### config.mk
export PLATFORM = sky130hd
export DESIGN_NAME = uart_tx_fifo_drain_flat
export DESIGN_NICKNAME = d
export VERILOG_FILES = /design/src/rtl/uart_tx_fifo_drain_pkg.sv /design/src/rtl/uart_tx_fifo_drain_if.sv /design/src/rtl/uart_tx_fifo_drain_baud_tick.sv /design/src/rtl/uart_tx_fifo_drain.sv /design/src/flat_wrapper.sv
export SDC_FILE = /design/constraint.sdc
export NUM_CORES = 1
export LEC_CHECK = 0
export CORE_UTILIZATION = 45
export CTS_BUF_LIST = sky130_fd_sc_hd__clkbuf_4
export DETAILED_ROUTE_END_ITERATION = 16
export PLACE_DENSITY = 0.7
export REMOVE_ABC_BUFFERS = 1
export SLEW_MARGIN = 20
export SYNTH_ARGS = -nofsm -noshare
export SYNTH_HDL_FRONTEND = slang
export SYNTH_SLANG_ARGS = --single-unit
export TNS_END_PERCENT = 20
### constraint.sdc
create_clock -name i_clk -period 2.1 [get_ports i_clk]
set_input_delay 0.315 -clock i_clk [delete_from_list [all_inputs] [get_ports i_clk]]
set_output_delay 0.315 -clock i_clk [all_outputs]
set_load 0.01 [all_outputs]
### src/rtl/uart_tx_fifo_drain_pkg.sv
// uart_pkg: shared state encoding and line constants for the UART TX/RX blocks.
`default_nettype none

package uart_pkg;

  typedef enum logic [2:0] {
    IDLE     = 3'd0,
    REQ      = 3'd1,
    WAIT_ACK = 3'd2,
    START    = 3'd3,
    DATA     = 3'd4,
    STOP     = 3'd5
  } state_t;

  localparam logic UART_IDLE_LEVEL      = 1'b1;
  localparam int   DEFAULT_CLKS_PER_BIT = 217;

endpackage

`default_nettype wire

### src/rtl/uart_tx_fifo_drain_if.sv
// uart_tx_fifo_drain_if: Wishbone-style FIFO pop bus between the TX FIFO and its drain.
`default_nettype none

interface uart_tx_fifo_drain_if #(
  parameter int DW = 8
);
  logic          i_fifo_empty;
  logic          o_wb_pop_stb;
  logic          o_wb_pop_cyc;
  logic          i_wb_pop_stall;
  logic          i_wb_pop_ack;
  logic [DW-1:0] i_wb_pop_data;

  modport master (
    input  i_fifo_empty, i_wb_pop_stall, i_wb_pop_ack, i_wb_pop_data,
    output o_wb_pop_stb, o_wb_pop_cyc
  );

  modport slave (
    output i_fifo_empty, i_wb_pop_stall, i_wb_pop_ack, i_wb_pop_data,
    input  o_wb_pop_stb, o_wb_pop_cyc
  );
endinterface

`default_nettype wire

### src/rtl/uart_tx_fifo_drain_baud_tick.sv
// uart_baud_tick: reloadable modulo-CLKS_PER_BIT counter, tick on the last cycle of each bit.
`default_nettype none

module uart_baud_tick
  import uart_pkg::*;
#(
  parameter int CLKS_PER_BIT = DEFAULT_CLKS_PER_BIT
) (
  input  logic i_clk,
  input  logic i_reset_n,
  input  logic reload,
  output logic tick
);

  localparam int            CW   = (CLKS_PER_BIT > 1) ? $clog2(CLKS_PER_BIT) : 1;
  localparam logic [CW-1:0] LAST = CW'(CLKS_PER_BIT - 1);

  logic [CW-1:0] count;

  always_ff @(posedge i_clk) begin
    if (!i_reset_n || reload) begin
      count <= '0;
    end else if (count == LAST) begin
      count <= '0;
    end else begin
      count <= count + 1'b1;
    end
  end

  assign tick = (count == LAST);

endmodule

`default_nettype wire

### src/rtl/uart_tx_fifo_drain.sv
// uart_tx_fifo_drain: pops words from the TX FIFO and serialises each as an 8N1 frame on o_tx.
`default_nettype none

module uart_tx_fifo_drain
  import uart_pkg::*;
#(
  parameter int DW           = 8,
  parameter int CLKS_PER_BIT = DEFAULT_CLKS_PER_BIT,
  parameter int ACK_TIMEOUT  = 4
) (
  input  logic                   i_clk,
  input  logic                   i_reset_n,
  input  logic                   i_enable,
  uart_tx_fifo_drain_if.master   bus,
  output logic                   o_tx,
  output logic                   o_busy
);

  localparam int            BW        = (DW > 1) ? $clog2(DW) : 1;
  localparam int            AW        = $clog2(ACK_TIMEOUT + 1);
  localparam logic [BW-1:0] LAST_BIT  = BW'(DW - 1);
  localparam logic [AW-1:0] LAST_WAIT = AW'(ACK_TIMEOUT - 1);

  state_t        state, next_state;
  logic [DW-1:0] shreg, shreg_nxt;
  logic [BW-1:0] bit_idx, bit_idx_nxt;
  logic [AW-1:0] wait_cnt, wait_cnt_nxt;
  logic          tx_nxt;
  logic          stb, cyc;
  logic          baud_tick;
  logic          baud_reload;

  assign baud_reload      = (next_state != state);
  assign bus.o_wb_pop_stb = stb;
  assign bus.o_wb_pop_cyc = cyc;

  uart_baud_tick #(
    .CLKS_PER_BIT (CLKS_PER_BIT)
  ) u_baud (
    .i_clk     (i_clk),
    .i_reset_n (i_reset_n),
    .reload    (baud_reload),
    .tick      (baud_tick)
  );

  // Outputs are registered from the next state, so they line up with the state register.
  always_ff @(posedge i_clk) begin
    if (!i_reset_n) begin
      state    <= IDLE;
      shreg    <= '0;
      bit_idx  <= '0;
      wait_cnt <= '0;
      o_tx     <= UART_IDLE_LEVEL;
      o_busy   <= 1'b0;
      stb      <= 1'b0;
      cyc      <= 1'b0;
    end else begin
      state    <= next_state;
      shreg    <= shreg_nxt;
      bit_idx  <= bit_idx_nxt;
      wait_cnt <= wait_cnt_nxt;
      o_tx     <= tx_nxt;
      o_busy   <= (next_state != IDLE);
      stb      <= (next_state == REQ);
      cyc      <= (next_state == REQ) || (next_state == WAIT_ACK);
    end
  end

  always_comb begin
    next_state   = state;
    shreg_nxt    = shreg;
    bit_idx_nxt  = bit_idx;
    wait_cnt_nxt = wait_cnt;
    tx_nxt       = UART_IDLE_LEVEL;
    case (state)
      IDLE: begin
        if (i_enable && !bus.i_fifo_empty && !bus.i_wb_pop_stall) begin
          next_state = REQ;
        end
      end
      REQ: begin
        next_state   = WAIT_ACK;
        wait_cnt_nxt = '0;
      end
      WAIT_ACK: begin
        if (bus.i_wb_pop_ack) begin
          shreg_nxt  = bus.i_wb_pop_data;
          next_state = START;
          tx_nxt     = 1'b0;
        end else if (wait_cnt == LAST_WAIT) begin
          next_state = IDLE;
        end else begin
          wait_cnt_nxt = wait_cnt + 1'b1;
        end
      end
      START: begin
        tx_nxt = 1'b0;
        if (baud_tick) begin
          next_state  = DATA;
          bit_idx_nxt = '0;
          tx_nxt      = shreg[0];
        end
      end
      DATA: begin
        // shreg[0] is always the bit currently on the line
        tx_nxt = shreg[0];
        if (baud_tick) begin
          if (bit_idx == LAST_BIT) begin
            next_state = STOP;
            tx_nxt     = UART_IDLE_LEVEL;
          end else begin
            shreg_nxt   = shreg >> 1;
            bit_idx_nxt = bit_idx + 1'b1;
            tx_nxt      = shreg_nxt[0];
          end
        end
      end
      STOP: begin
        if (baud_tick) begin
          next_state = IDLE;
        end
      end
      default: begin
        next_state = IDLE;
      end
    endcase
  end

endmodule

`default_nettype wire

### src/flat_wrapper.sv
// flat-port wrapper written by rule: the top's interface ports become plain ports
module uart_tx_fifo_drain_flat import uart_pkg::*;
#(
  parameter int DW           = 8,
  parameter int CLKS_PER_BIT = DEFAULT_CLKS_PER_BIT,
  parameter int ACK_TIMEOUT  = 4
)
  (i_clk, i_reset_n, i_enable, o_tx, o_busy, bus_i_fifo_empty, bus_i_wb_pop_stall, bus_i_wb_pop_ack, bus_i_wb_pop_data, bus_o_wb_pop_stb, bus_o_wb_pop_cyc);
  uart_tx_fifo_drain_if #(.DW(DW)) bus_i ();
  input  logic i_clk;
  input  logic i_reset_n;
  input  logic i_enable;
  output logic o_tx;
  output logic o_busy;
  input wire logic [$bits(bus_i.i_fifo_empty)-1:0] bus_i_fifo_empty;
  input wire logic [$bits(bus_i.i_wb_pop_stall)-1:0] bus_i_wb_pop_stall;
  input wire logic [$bits(bus_i.i_wb_pop_ack)-1:0] bus_i_wb_pop_ack;
  input wire logic [$bits(bus_i.i_wb_pop_data)-1:0] bus_i_wb_pop_data;
  output wire logic [$bits(bus_i.o_wb_pop_stb)-1:0] bus_o_wb_pop_stb;
  output wire logic [$bits(bus_i.o_wb_pop_cyc)-1:0] bus_o_wb_pop_cyc;
  assign bus_i.i_fifo_empty = bus_i_fifo_empty;
  assign bus_i.i_wb_pop_stall = bus_i_wb_pop_stall;
  assign bus_i.i_wb_pop_ack = bus_i_wb_pop_ack;
  assign bus_i.i_wb_pop_data = bus_i_wb_pop_data;
  assign bus_o_wb_pop_stb = bus_i.o_wb_pop_stb;
  assign bus_o_wb_pop_cyc = bus_i.o_wb_pop_cyc;
  uart_tx_fifo_drain #(.DW(DW), .CLKS_PER_BIT(CLKS_PER_BIT), .ACK_TIMEOUT(ACK_TIMEOUT)) u_core (.i_clk(i_clk), .i_reset_n(i_reset_n), .i_enable(i_enable), .bus(bus_i), .o_tx(o_tx), .o_busy(o_busy));
endmodule
[After elaboration in Yosys (flattened, before gate mapping)]
Index checks and enable logic that the tools add are counted.
Cells by class
  muxes and demuxes: 24
  add/sub/neg operators: 3
  eq/ne operators: 17
  reductions and logical operators: 16
Operators by type and width (count)
  $mux W3: 12
  $mux W8: 3
  $pmux W3 S6: 1
  $pmux W8 S2: 1
  $eq A3 B2 Y1 const B: 4
  $pmux W3 S2: 2
  $eq A3 B3 Y1 const B: 3
  $add A8 B1 Y8 const B: 1
  $eq A8 B8 Y1 const B: 1
  $ne A2 B2 Y1 const B: 4
  $reduce_and A4 Y1: 2
  $add A3 B1 Y3 const B: 2
  $eq A3 B1 Y1 const B: 2
  $reduce_bool A2 Y1: 3
  $mux W1: 4
  $ne A2 B1 Y1 const B: 2
  $logic_not A1 Y1: 3
  $logic_not A3 Y1: 1
  $ne A3 B3 Y1: 1
  $pmux W1 S3: 1
  $reduce_and A3 Y1: 1
  $reduce_bool A3 Y1: 1
  $logic_and A1 B1 Y1: 2
  $logic_or A1 B1 Y1: 2
  $reduce_or A2 Y1: 1
Storage, ports and cells
  input bits: 14
  output and inout port bits: 4
  bits in registers: 29
  logic and storage cells: 69

[Longest topological paths before layout]
Gate-level depths: netlist (run 1).
  depth after elaboration: 8
  gate-level depth with buffers: 7
  mapped depth without buffers: 6

[Cells and area by module]
A second synthesis (run 1) with hierarchy kept.
Unflattened totals
  cell total of the unflattened synthesis: 155
  area total of the unflattened synthesis: 1455.1 sq um
By module, submodules not included
  uart_tx_fifo_drain: times used 1, sequential area each 420.4 sq um, cells each 115, area each 1087.3 sq um
  uart_baud_tick: times used 1, sequential area each 160.2 sq um, cells each 40, area each 367.9 sq um

[Worst setup path after synthesis (run 1)]
Ideal clock, no wire load.
  kind: flip-flop to flip-flop
  start point: register u_core.bit_idx[0]
  end point: register u_core.shreg[4]
  period minus slack after synthesis: 1942 ps
  setup slack: 158 ps
  library setup time: 79 ps
  path buffers: 1
  arrival: 1863 ps
  stages on the path, launching flop included: 8
  required time: 2021 ps
  path through: dfxtp_1 ha_1 ha_1 or4b_4 o31ai_4 buf_6 nor2_1 a211oi_2
On the way
  longest elaborated chain between the ends: 3
RTL lines
  from (decl): RTL line uart_tx_fifo_drain.sv:26  | logic [BW-1:0] bit_idx, bit_idx_nxt;
  from (signal assigned): RTL line uart_tx_fifo_drain.sv:60  | bit_idx <= bit_idx_nxt;
  $eq A3 B3 Y1: RTL line uart_tx_fifo_drain.sv:108  | if (bit_idx == LAST_BIT) begin
  $ne A2 B2 Y1 (no source line)
  $reduce_and A4 Y1 (no source line)
  to (signal assigned): RTL line uart_tx_fifo_drain.sv:59  | shreg <= shreg_nxt;
  to (decl): RTL line uart_tx_fifo_drain.sv:25  | logic [DW-1:0] shreg, shreg_nxt;
No other way between the ends.
A chain may end at the register's enable or synchronous reset.

[Worst setup path in the final report (run 1)]
  start point: register u_core.bit_idx[0]
  end point: register u_core.bit_idx[1]
On the way
  longest elaborated chain between the ends: 4
  elaborated cells between the ends (all ways): 7
RTL lines
  $add A3 B1 Y3: RTL line uart_tx_fifo_drain.sv:113  | bit_idx_nxt = bit_idx + 1'b1;
  $mux W3: RTL line uart_tx_fifo_drain.sv:108
  $mux W3: RTL line uart_tx_fifo_drain.sv:107  | if (baud_tick) begin
  $pmux W3 S2: RTL line uart_tx_fifo_drain.sv:75  | case (state)
Several ways; a longest one is shown, not always the timed one. The select of a mux whose other input is x is not followed.

==> results of run 1 <==
==> power breakdown <==
| group | switching, µW | internal [µW] | leakage (µW) | total (µW) |
|---|---|---|---|---|
| clock network | 170 | 116 | 0.0000269 | 286 |
| logic | 94.7 | 96.1 | 0.000389 | 191 |
| registers | 16.9 | 578 | 0.000235 | 595 |
| total | 282 | 790 | 0.000651 | 1070 |
==> worst reg2reg max path, stage by stage (launching register included) <==
cell and delay (ps):
dfxtp_1 330, ha_1 200, ha_1 190, or4b_4 500, buf_4 160, a211oi_4 280
nand3_1 120, a21oi_1 150
==> stage by stage <==
step	TNS, ps	instance area (µm²)	util
global placement	-21.2	1770	0.570
finish	0	1850	0.595
floorplan	-619	1460	-
detailed placement	-451	1770	0.570
global route	-12.5	1850	0.595
CTS	0	1840	0.592
==> cells by family after synthesis <==
group / after synthesis / share of synthesized area
AOI/OAI and AO/OA: 35 / 0.184
xor gates and xnor gates: 6 / 0.0350
adders and majority gates: 6 / 0.0500
buffers and inverters: 15 / 0.0433
DFF: 29 / 0.387
muxes: 9 / 0.0600
and+or+nand+nor: 65 / 0.241
==> layer usage <==
metal	global-route usage	routed length, µm	up-vias
met2	0.263	1300	25
met4	0.0831	38	0
met3	0.0649	127	6
li1	-	-	656
met5	0	0	-
met1	0.221	1340	569
==> sequential cells by signal, indices dropped and copies added, names as in the netlist <==
signal                   flops
u_core.u_baud.count          8
u_core.wait_cnt              3
u_core.o_busy                1
u_core.bus.o_wb_pop_cyc      1
u_core.bus.o_wb_pop_stb      1
u_core.state                 3
u_core.o_tx                  1
u_core.shreg                 8
u_core.bit_idx               3
==> worst paths after layout <==
path	from	end	slack (ps)	cells past startpoint
setup / recovery	u_core.bit_idx[0]	u_core.bit_idx[1]	100	7
setup reg to reg	u_core.bit_idx[0]	u_core.bit_idx[1]	100	7
hold / removal	u_core.u_baud.count[0]	u_core.u_baud.count[0]	460	1
hold reg to reg	u_core.u_baud.count[0]	u_core.u_baud.count[0]	460	1
==> cell usage after synthesis (2+ instances only) <==
cell | n | share of area
a22oi_1 | 2 | 0.010
nand2_1 | 3 | 0.0075
a211oi_2 | 4 | 0.033
o21ai_0 | 5 | 0.017
and3_1 | 2 | 0.0083
mux2i_1 | 9 | 0.060
a211oi_1 | 6 | 0.030
ha_1 | 6 | 0.050
nor2_1 | 22 | 0.055
clkbuf_1 | 6 | 0.015
nand3b_1 | 2 | 0.010
nor2b_1 | 5 | 0.021
nand2b_1 | 4 | 0.017
inv_1 | 7 | 0.018
xnor2_1 | 2 | 0.012
nor3b_1 | 4 | 0.020
nor4b_1 | 2 | 0.012
a221oi_1 | 2 | 0.012
a21oi_1 | 7 | 0.023
dfxtp_1 | 29 | 0.39
nor3_1 | 3 | 0.010
nand3_1 | 10 | 0.033
xor2_1 | 4 | 0.023
==> area by class of cell <==
type,instances,area [µm²]
clock inverters,1,5.00
clock buffers,5,37.5
repair buffers,29,273
fillers,287,1260
multi-input cells,121,868
flip-flops and latches,29,581
inverters,7,26.3
well taps,44,55.1
==> timing repair <==
action                                  CTS  global route
buffers inserted                          2             0
endpoints found under the setup margin    8             4
hold buffers                              0             0
gates resized for setup                   0             1
pin swaps                                 1             2
==> reports/qor.csv, run 1 <==
metric;value;unit
Max Clock Freq;0.501;GHz
most frequent CP cell;ha_1;
Top Ports;18;
vias per std cell;5.32;
CTS sink cnt;29;
Max Cap Viol;0;
sequential area share after synthesis;0.387;
setup repair after global routing missed its margin;yes;
root buf cell;clkbuf_4;
CTS tree;done;
Crit path arrival time;2250;ps
Clock Tree Buf Depth;2;
antenna fix cells;0;
Tmin final;2000;ps
Routed WL per cell;11.9;µm
Crit path max-delay family;simple AND/OR/NAND/NOR gates;
Starting Density;0.484;
Worst Max-Slew Pin Slew;377;ps
Final Non-Filler Cells;236;
clock skew;7.37;ps
status;finished, final reports clean;
PnR worst setup slack;104;ps
chip width;59.8;µm
Worst Hold Class;flop to flop;
placed cells;228;
CP Launch Type;flop;
DRC viols;0;
most frequent cells in the layout;29 x dfxtp_1, 22 x nor2_1, 17 x clkdlybuf4s50_1;
final net count;213;
unique cell type count in the Yosys netlist;42;
drt total wl;2.81;mm
Syn Area/Cell;9.10;µm²
clk_lat worst skew;310;ps
vias;1256;
critical path fanouts, max;6;
#FFs+latches synth;29;
number of flops mapped to enable cells by yosys;0;
DR pass1 iterations;4;
Slew Limit Fails;0;
port bufs;17;
initial antenna violation count;0;
pwr dens;581;nW/µm²
Yosys warnings;0;
Syn-to-layout area delta;22.9;%
post-route antenna net violation count;0;
Leakage;0.000651;µW
Hold WS;465;ps
Core Region;3100;µm²
Final Cycle Share;0.950;
post-synthesis cell area;1500;µm²
Die Y;59.8;µm
first-pass GRT wire length;4.65;mm
crit path kind;flop to flop;
die area;3570;µm²
Total Power;1070;µW
htree depth;2;
DP HPWL;2.03;mm
Critical Path Slowest Stage Cell;or4b_4;
GRT Resource Usage Total;0.175;
largest net degree at the start of global routing;20;
Max IR drop VDD;314;µV
DR iter-0 viols;38;
vias in the first global route;1128;
pre-CTS setup slack;-98.5;ps
Reg clk slew, reported paths;80;ps
Required @ worst endpoint;2350;ps
worst path bufs/invs;1;
Row Count;20;
Slew HR;0.745;
final setup vio count;0;
Synth async-reset ratio;0;
CP Cell Sequence;ha_1, ha_1, or4b_4, buf_4, a211oi_4, nand3_1, a21oi_1;
Main synth FF type;dfxtp_1;
Mapped Cells;165;
commonest non-fill, non-tap cell in the layout;dfxtp_1;
Num CTS Buffers;5;
number of hold violations in the final report;0;
Placer Congestion;0.871;
Setup crit end kind;flop;
grt ovf;0;
layout cells sized above 1;0.141;
Crit path largest cell delay;500;ps
Note: power is estimated with default switching activity, not from simulation.
==> run 2: changes to the inputs <==
--- a/config.mk
+++ b/config.mk
@@ -5,10 +5,10 @@
 export SDC_FILE = /design/constraint.sdc
 export NUM_CORES = 1
 export LEC_CHECK = 0
-export CORE_UTILIZATION = 45
+export CORE_UTILIZATION = 40
 export CTS_BUF_LIST = sky130_fd_sc_hd__clkbuf_4
 export DETAILED_ROUTE_END_ITERATION = 16
-export PLACE_DENSITY = 0.7
+export PLACE_DENSITY = 0.63
 export REMOVE_ABC_BUFFERS = 1
 export SLEW_MARGIN = 20
 export SYNTH_ARGS = -nofsm -noshare
==> run 2 against run 1 <==
  * Global-route usage shrank 1.0 points
  * Clock skew shrank 0.74 ps
  * Wire length grew 12%
  * Worst setup slack lost 50 ps
  * Register-to-register slack lost 50 ps
  * Highest routed layer unchanged
  * Sequential power is essentially flat
  * Via count grew 2.4%
==> reports/qor.csv, run 2 (same netlist as run 1, synthesis figures left out) <==
metric;value;unit
vias;1286;
WHS Endpoint;u_core.u_baud.count[0];
Clock Tree Buf Depth;2;
Die Y;63.3;µm
grt ovf;0;
worst path bufs/invs;1;
r2r setup slk;50;ps
largest net degree at the start of global routing;20;
number of hold violations in the final report;0;
Critical Path Slowest Stage Cell;or4b_4;
critical path fanouts, max;6;
Slew Limit Fails;0;
Top Ports;18;
final net count;216;
Placer Congestion;0.903;
final core occ;0.555;
Crit path max-delay family;simple AND/OR/NAND/NOR gates;
CP Cell Sequence;ha_2, ha_2, or4b_4, buf_6, a211oi_4, nand3b_1, a21oi_2;
final setup vio count;0;
Worst Reg-to-Reg Cells;7;
die area;4000;µm²
Routed WL per cell;13.0;µm
Core Region;3470;µm²
antenna fix cells;0;
clk_lat worst skew;320;ps
DR pass1 iterations;4;
commonest non-fill, non-tap cell in the layout;dfxtp_1;
Worst Max-Slew Pin Slew;456;ps
Total Power;1150;µW
vias per std cell;5.29;
Max Clock Freq;0.489;GHz
chip width;63.3;µm
Hold WS;495;ps
root buf cell;clkbuf_4;
Setup crit end kind;flop;
hold path cells;1;
GRT Resource Usage Total;0.165;
Row Count;21;
initial antenna violation count;0;
Worst Hold Class;flop to flop;
CTS tree;done;
Reg clk slew, reported paths;80;ps
Crit path arrival time;2300;ps
crit path kind;flop to flop;
clock skew;6.63;ps
Max IR drop VDD;405;µV
Num CTS Buffers;5;
CTS sink cnt;29;
most frequent CP cell;ha_2;
Tmin final;2050;ps
Regs by FF count;u_core.shreg (8), u_core.u_baud.count (8);
layout cells sized above 1;0.188;
pwr dens;596;nW/µm²
htree depth;2;
first-pass GRT wire length;5.06;mm
drt total wl;3.16;mm
Required @ worst endpoint;2350;ps
most frequent cells in the layout;28 x dfxtp_1, 22 x nor2_1, 17 x clkdlybuf4s50_1;
vias in the first global route;1195;
Syn-to-layout area delta;28.2;%
Final Cycle Share;0.974;
Leakage;0.000678;µW
WP depth;7;
Starting Density;0.433;
worst r2r dst;u_core.bit_idx[0];
CP Launch Type;flop;
post-route antenna net violation count;0;
Slew HR;0.695;
DRC viols;0;
Crit path largest cell delay;560;ps
final setup TNS;0;ps
port bufs;17;
DR iter-0 viols;51;
hold path start;u_core.u_baud.count[0];
status;finished, final reports clean;
Max Cap Viol;0;
DP HPWL;2.25;mm
FF-to-FF Start;u_core.bit_idx[0];
-- run 2: changes by cell type in the layout (fill, tap and decap cells not counted), sizes merged --
| cell | before | now |
|---|---|---|
| buf | 12 | 14 |
| clkbuf | 5 | 9 |
| clkinv | 1 | 0 |
-- run 2: layout make-up --
cell class	count	area [µm²]
Clock buffer	8	60.1
Timing Repair Buffer	32	317
Tap cell	46	57.6
Multi-Input combinational cell	121	882
Sequential cell	29	582
Inverter	7	26.3
Fill cell	328	1540
-- run 2: how the worst max path moves through the flow --
stage                       from                 to  slack [ps]
3_5_place_dp   u_core.bit_idx[0]    u_core.shreg[7]         -80
5_1_grt        u_core.bit_idx[0]  u_core.bit_idx[1]          -3
2_1_floorplan    u_core.state[2]        u_core.o_tx        -170
3_3_place_gp   u_core.bit_idx[0]    u_core.shreg[7]         -20
4_1_cts        u_core.bit_idx[0]  u_core.bit_idx[0]          40
6_report       u_core.bit_idx[0]  u_core.bit_idx[0]          50
-- run 2: per-stage QoR --
step	cell area [µm²]	setup slack [ps]	cells
final	1920	54.3	243
after global routing	1920	-2.76	243
after CTS	1860	43.0	239
after detailed placement	1770	-76.8	230
after global placement	1770	-21.4	230
after floorplan	1460	-170	157
-- run 2: what timing repair did --
| action | CTS | global route |
|---|---|---|
| cloned | 0 | 1 |
| endpoints found under the setup margin | 9 | 5 |
| pin swaps | 1 | 7 |
| hold buffers | 0 | 0 |
| setup buffers | 1 | 3 |
| resized for setup | 1 | 6 |
-- run 2: per-layer routing --
| layer | GRT usage | up-vias | share of wire | routed length (µm) |
|---|---|---|---|---|
| li1 | - | 663 | - | - |
| met1 | 0.190 | 587 | 0.46 | 1450 |
| met2 | 0.270 | 31 | 0.48 | 1500 |
| met3 | 0.0598 | 5 | 0.049 | 154 |
| met4 | 0.0795 | 0 | 0.017 | 53 |
| met5 | 0 | - | 0 | 0 |
-- run 2: worst reg2reg max path: stages (launching register included) --
cell	delay, ps
dfxtp_2	330
ha_2	170
ha_2	170
or4b_4	560
buf_6	140
a211oi_4	320
nand3b_1	140
a21oi_2	150
-- run 2: report_power, final --
part / total [µW] / leakage [µW] / internal [µW] / switching [µW]
Combinational: 201 / 0.000406 / 103 / 98.1
Sequential: 596 / 0.000236 / 578 / 17.6
Clock: 350 / 0.0000368 / 172 / 179
Total: 1150 / 0.000678 / 853 / 294
